## src/rtl/top_sync_m_pkg.sv

```systemverilog
// rtl/top_sync_m_pkg.sv - shared constants and helpers for the top-level token synchronizer
// Purpose: default channel depths, error-vector bit positions and a width helper.
// Ports: none (package).
package top_sync_m_pkg;

  localparam int AMSyncDepth = 2;
  localparam int MVSyncDepth = 2;

  // Bit positions inside the 2-bit errOvf/errUdf vectors.
  typedef enum int {
    ChAm = 0,
    ChMv = 1
  } syncChan_e;

  function automatic int maxInt(input int a, input int b);
    return (a > b) ? a : b;
  endfunction

endpackage

```

## src/rtl/top_sync_m_if.sv

```systemverilog
// rtl/top_sync_m_if.sv - TopSync2MCtrl link between MCtrl and the top-level synchronizer
// Purpose: carries the am read pulse, mv write pulse and amEmpty between MCtrl and TopSync.
// Modports: MCtrlSide (master), TopSyncSide (slave), LoaderSide (observes amFull).
// Signals: amRSync, mvWSync (MCtrl -> TopSync), amEmpty (TopSync -> MCtrl), amFull (loader stall).
interface TopSync2MCtrl;
  logic amRSync;
  logic mvWSync;
  logic amEmpty;
  logic amFull;

  modport MCtrlSide (
    output amRSync,
    output mvWSync,
    input  amEmpty,
    input  amFull
  );

  modport TopSyncSide (
    input  amRSync,
    input  mvWSync,
    output amEmpty
  );

  modport LoaderSide (
    input amFull
  );
endinterface

```

## src/rtl/top_sync_m_sync_token_ctr.sv

```systemverilog
// rtl/top_sync_m_sync_token_ctr.sv - saturating up/down token counter with sticky error flags
// Purpose: counts outstanding tokens 0..Depth; illegal pulses are dropped and flagged.
// Ports: clk, rst (sync, active-high), wSync/rSync (token in/out pulses), clrErr,
//        cnt (count), empty/full (decoded from cnt), ovf/udf (sticky errors).
module sync_token_ctr #(
  parameter int Depth = 2,
  parameter int CntW  = 2
) (
  input  logic            clk,
  input  logic            rst,
  input  logic            wSync,
  input  logic            rSync,
  input  logic            clrErr,
  output logic [CntW-1:0] cnt,
  output logic            empty,
  output logic            full,
  output logic            ovf,
  output logic            udf
);

  localparam logic [CntW-1:0] DepthC = CntW'(Depth);

  logic [CntW-1:0] cntNext;
  logic            ovfSet;
  logic            udfSet;

  assign empty = (cnt == '0);
  assign full  = (cnt == DepthC);

  always_comb begin
    cntNext = cnt;
    ovfSet  = 1'b0;
    udfSet  = 1'b0;
    case ({wSync, rSync})
      2'b10: begin
        if (full) ovfSet = 1'b1;
        else      cntNext = cnt + CntW'(1);
      end
      2'b01: begin
        if (empty) udfSet = 1'b1;
        else       cntNext = cnt - CntW'(1);
      end
      2'b11: begin
        // At zero the read has nothing to take, but the write still lands.
        // When full, the read frees the slot the write fills, so no overflow.
        if (empty) begin
          udfSet  = 1'b1;
          cntNext = CntW'(1);
        end
      end
      default: ;
    endcase
  end

  always_ff @(posedge clk) begin
    if (rst) begin
      cnt <= '0;
      ovf <= 1'b0;
      udf <= 1'b0;
    end else begin
      cnt <= cntNext;
      // A new error in the same cycle as clrErr leaves the flag set.
      ovf <= ovfSet | (ovf & ~clrErr);
      udf <= udfSet | (udf & ~clrErr);
    end
  end

endmodule

```

## src/rtl/top_sync_m.sv

```systemverilog
// rtl/top_sync_m.sv - top-level synchronizer, TopSyncSide responder of TopSync2MCtrl
// Purpose: am (loader -> MCtrl) and mv (MCtrl -> vector stage) token channels.
// Ports: clk, rst, syncIf (amRSync, mvWSync in; amEmpty out), amWSync, amFull,
//        mvRSync, mvEmpty, mvFull, amCnt, mvCnt, errOvf/errUdf ([0]=am, [1]=mv), clrErr.
module top_sync_m
  import top_sync_m_pkg::*;
#(
  parameter int AMDepth = AMSyncDepth,
  parameter int MVDepth = MVSyncDepth,
  parameter int CntW    = $clog2(maxInt(AMDepth, MVDepth) + 1)
) (
  input  logic                    clk,
  input  logic                    rst,
  TopSync2MCtrl.TopSyncSide       syncIf,
  input  logic                    amWSync,
  output logic                    amFull,
  input  logic                    mvRSync,
  output logic                    mvEmpty,
  output logic                    mvFull,
  output logic [CntW-1:0]         amCnt,
  output logic [CntW-1:0]         mvCnt,
  output logic [1:0]              errOvf,
  output logic [1:0]              errUdf,
  input  logic                    clrErr
);

  logic amEmptyInt;

  assign syncIf.amEmpty = amEmptyInt;

  sync_token_ctr #(
    .Depth (AMDepth),
    .CntW  (CntW)
  ) amCtr (
    .clk    (clk),
    .rst    (rst),
    .wSync  (amWSync),
    .rSync  (syncIf.amRSync),
    .clrErr (clrErr),
    .cnt    (amCnt),
    .empty  (amEmptyInt),
    .full   (amFull),
    .ovf    (errOvf[ChAm]),
    .udf    (errUdf[ChAm])
  );

  sync_token_ctr #(
    .Depth (MVDepth),
    .CntW  (CntW)
  ) mvCtr (
    .clk    (clk),
    .rst    (rst),
    .wSync  (syncIf.mvWSync),
    .rSync  (mvRSync),
    .clrErr (clrErr),
    .cnt    (mvCnt),
    .empty  (mvEmpty),
    .full   (mvFull),
    .ovf    (errOvf[ChMv]),
    .udf    (errUdf[ChMv])
  );

endmodule

```

## src/flat_wrapper.sv

```systemverilog
// flat-port wrapper written by rule: the top's interface ports become plain ports
module top_sync_m_flat import top_sync_m_pkg::*;
#(
  parameter int AMDepth = AMSyncDepth,
  parameter int MVDepth = MVSyncDepth,
  parameter int CntW    = $clog2(maxInt(AMDepth, MVDepth) + 1)
)
  (clk, rst, amWSync, amFull, mvRSync, mvEmpty, mvFull, amCnt, mvCnt, errOvf, errUdf, clrErr, syncIf_amRSync, syncIf_mvWSync, syncIf_amEmpty);
  TopSync2MCtrl syncIf_i ();
  input  logic clk;
  input  logic rst;
  input  logic amWSync;
  output logic amFull;
  input  logic mvRSync;
  output logic mvEmpty;
  output logic mvFull;
  output logic [CntW-1:0] amCnt;
  output logic [CntW-1:0] mvCnt;
  output logic [1:0] errOvf;
  output logic [1:0] errUdf;
  input  logic clrErr;
  input wire logic [$bits(syncIf_i.amRSync)-1:0] syncIf_amRSync;
  input wire logic [$bits(syncIf_i.mvWSync)-1:0] syncIf_mvWSync;
  output wire logic [$bits(syncIf_i.amEmpty)-1:0] syncIf_amEmpty;
  assign syncIf_i.amRSync = syncIf_amRSync;
  assign syncIf_i.mvWSync = syncIf_mvWSync;
  assign syncIf_amEmpty = syncIf_i.amEmpty;
  top_sync_m #(.AMDepth(AMDepth), .MVDepth(MVDepth), .CntW(CntW)) u_core (.clk(clk), .rst(rst), .syncIf(syncIf_i), .amWSync(amWSync), .amFull(amFull), .mvRSync(mvRSync), .mvEmpty(mvEmpty), .mvFull(mvFull), .amCnt(amCnt), .mvCnt(mvCnt), .errOvf(errOvf), .errUdf(errUdf), .clrErr(clrErr));
endmodule
```

## config.mk

```make
export PLATFORM = sky130hd
export DESIGN_NAME = top_sync_m_flat
export DESIGN_NICKNAME = d
export VERILOG_FILES = /design/src/rtl/top_sync_m_pkg.sv /design/src/rtl/top_sync_m_if.sv /design/src/rtl/top_sync_m_sync_token_ctr.sv /design/src/rtl/top_sync_m.sv /design/src/flat_wrapper.sv
export SDC_FILE = /design/constraint.sdc
export NUM_CORES = 1
export LEC_CHECK = 0
export ABC_AREA = 1
export CAP_MARGIN = 5
export CORE_MARGIN = 2
export CORE_UTILIZATION = 30
export CTS_CLUSTER_DIAMETER = 60
export CTS_CLUSTER_SIZE = 25
export DETAILED_ROUTE_END_ITERATION = 12
export GPL_ROUTABILITY_DRIVEN = 0
export PLACE_DENSITY = 0.64
export SLEW_MARGIN = 20
export SYNTH_ARGS = -nofsm -noshare
export SYNTH_HDL_FRONTEND = slang
export SYNTH_SLANG_ARGS = --single-unit
export TNS_END_PERCENT = 30
```

## constraint.sdc

```tcl
create_clock -name clk -period 1.8 [get_ports clk]
set_input_delay 0.27 -clock clk [delete_from_list [all_inputs] [get_ports clk]]
set_output_delay 0.27 -clock clk [all_outputs]
set_load 0.05 [all_outputs]
```

==> results of run 1 <==
cells in the mapped netlist, drive strengths merged:
| master | n |
|---|---|
| nand3 | 6 |
| nand2 | 16 |
| o21ai | 2 |
| nor2 | 7 |
| nor3 | 1 |
| a21oi | 9 |
| buf | 4 |
| inv | 9 |
| o31ai | 1 |
| dfxtp | 8 |
cells in the final DEF, fill, tap and decap left out:
master,n
dfxtp_1,8
inv_2,2
nor3_1,1
nor2_4,1
buf_4,7
nand3_1,6
o21ai_0,2
o31ai_1,1
inv_1,7
nor2_1,5
a21oi_2,1
nor2_2,1
clkdlybuf4s50_1,11
nand2_2,1
nand2_1,15
clkbuf_4,3
a21oi_1,8
where the power goes:
group	internal (mW)	switching (mW)	total [mW]	leakage (nW)
clock	0.0762	0.0590	0.135	0.0138
sequential	0.187	0.00925	0.196	0.0656
combinational	0.0484	0.0948	0.143	0.179
layer usage:
layer | track usage (%) | routed length, um | up-vias
li1 | - | - | 232
met4 | 5.81 | 18 | 0
met5 | 0 | 0 | -
met3 | 5.65 | 48 | 2
met1 | 13.6 | 390 | 175
met2 | 15.3 | 383 | 11
area by class of cell:
class	instances	area, um^2	area share [%]
multi-input cells	42	200	33.5
repair buffers	18	163	27.2
clock buffers	3	22.5	3.77
well taps	15	18.8	3.14
inverters	9	33.8	5.65
flip-flops and latches	8	160	26.8
logic make-up (layout without fill, tap and decap cells):
logic type / after synthesis / count (layout) / share of synthesized area, %
AOI/OAI and AO/OA: 12 / 12 / 15.6
buffers and inverters: 13 / 30 / 15.0
DFF: 8 / 8 / 37.8
and+or+nand+nor: 30 / 30 / 31.6
registers in the layout, summed over array words and instances, names as in the netlist:
register / flops
u_core.amCtr.cnt: 2
u_core.amCtr.ovf: 1
u_core.amCtr.udf: 1
u_core.mvCtr.cnt: 2
u_core.mvCtr.ovf: 1
u_core.mvCtr.udf: 1
stage by stage:
step | setup WS, ns | util (%) | instance area (um^2)
3_3_place_gp | 0.380 | 43.7 | 576
2_1_floorplan | 0.0360 | - | 424
5_1_grt | 0.0532 | 45.4 | 598
4_1_cts | 0.0872 | 45.4 | 598
6_report | 0.0977 | 45.4 | 598
3_5_place_dp | 0.368 | 43.7 | 576
path summary, 6_finish.rpt:
path / start / endpoint / slack [ns]
worst max-delay path: u_core.amCtr.cnt[1]$_SDFFE_PP0P_ / amCnt[1] / 0.1
worst min-delay path: u_core.mvCtr.ovf$_SDFF_PP0_ / u_core.mvCtr.ovf$_SDFF_PP0_ / 0.46
worst max register to register: u_core.amCtr.cnt[0]$_SDFFE_PP0P_ / u_core.amCtr.cnt[0]$_SDFFE_PP0P_ / 0.82
worst min register to register: u_core.mvCtr.ovf$_SDFF_PP0_ / u_core.mvCtr.ovf$_SDFF_PP0_ / 0.46
==> flow_summary.toml, run 1 <==
[timing]
finalHoldViolCount = 0
setup_violations = 0
rsz0062_at_grt = "false"
fin_tns_setup_ns = 0
worst_pin_slew_ns = 0.490
drv_slew = 0
period_share_pct = 94.6
relSlewSlack_pct = 67.2
fmax_ghz = 0.587
whs_ns = 0.458
period_needed_ns = 1.70
skew_ns = 0.00583

[drt]
drt_iter0_markers = 8
num_vias = 420
vias_per_cell = 4.42
drc_errors = 0
wire_per_inst_um = 8.85
dr.pass1.iters = 4
routed_wl_um = 841
drtAntennaViolNets = 0

[synth]
synth_cell_types = 15
synthCells = 63
ys_seq_area_share_pct = 37.8
synth.area.top_cells = "dfxtp_1 38%, nand2_1 13%, a21oi_1 9.4%"
synth_warnings = 0
yosys_register_bits = 8
netlist.area_leader.share_pct = 37.8
yosys.area.top_type = "dfxtp_1"
syn_nets = 70
synthesis.area_um2 = 424
avgSynthCellArea_um2 = 6.73

[clock_tree]
cts_resized = 0
cts_setup_buffers = 0
cts_tree = "done"
cts.htree.levels = 1
cts_buffers = 3
clock_sinks = 8
clockRootBuffer = "clkbuf_4"
clk_pin_slew_worst_paths_ns = 0.06
cts.path.max_buffers = 2
hold_buffers = 0
worstSkewPairLatency_ns = 0.25

[setup_path]
critPathKind = "register to primary output"
r2r_cells = 5
critPathMaxStageDelay_ns = 0.82
critPathRequiredTime_ns = 1.53
worstSetupStartpointType = "register"
crit_path_end_kind = "primary output"
path_depth = 1
worst-path-buf-inv = 1
crit_chain = "clkdlybuf4s50_1"
path_max_fanout = 4
crit_arrival_ns = 1.43
cpLargestDelayFamily = "buffers and inverters"
crit_slowest_cell = "clkdlybuf4s50_1"

[floorplanning]
rows = 13
die_h_um = 41.6
die_w_um = 41.6
initial_utilization_pct = 32.2
io_pins = 19
die-area_um2 = 1730
fp.coreArea_um2 = 1320

[worst_hold_path]
hp-class = "register to register"
hold_depth = 2

[run_status]
status = "finished, final reports clean"

[power_and_ir_drop]
cellLeakagePower_nw = 0.259
power.density_nw_per_um2 = 794
ir_worst_vdd_v = 0.000404
total_power_uw = 475

[layout]
drive_gt1_share_pct = 20.0
nNetsFinal = 89
synthToLayoutAreaGrowth_pct = 41.0
fin_cells = 95
fillers = 139
antenna_cells = 0

[grt]
track_usage_pct = 11.0
gr-total-overflow = 0
grt_pass1_vias = 362
antenna_found_initial = 0
grt_max_degree = 7
grt_pass1_wl_mm = 1.46

[placement]
io_buffers = 18
dp_hpwl_um = 670
dp_cells = 92

[flow_run]
cap_violations = 0
No activity file was read; power rests on OpenSTA's default activity.
==> run 2: changes to the inputs <==
CAP_MARGIN = default   (was 5)
SLEW_MARGIN = default   (was 20)
==> results of run 2 <==
No change in the layout: final DEF, timing and power equal those of run 1.
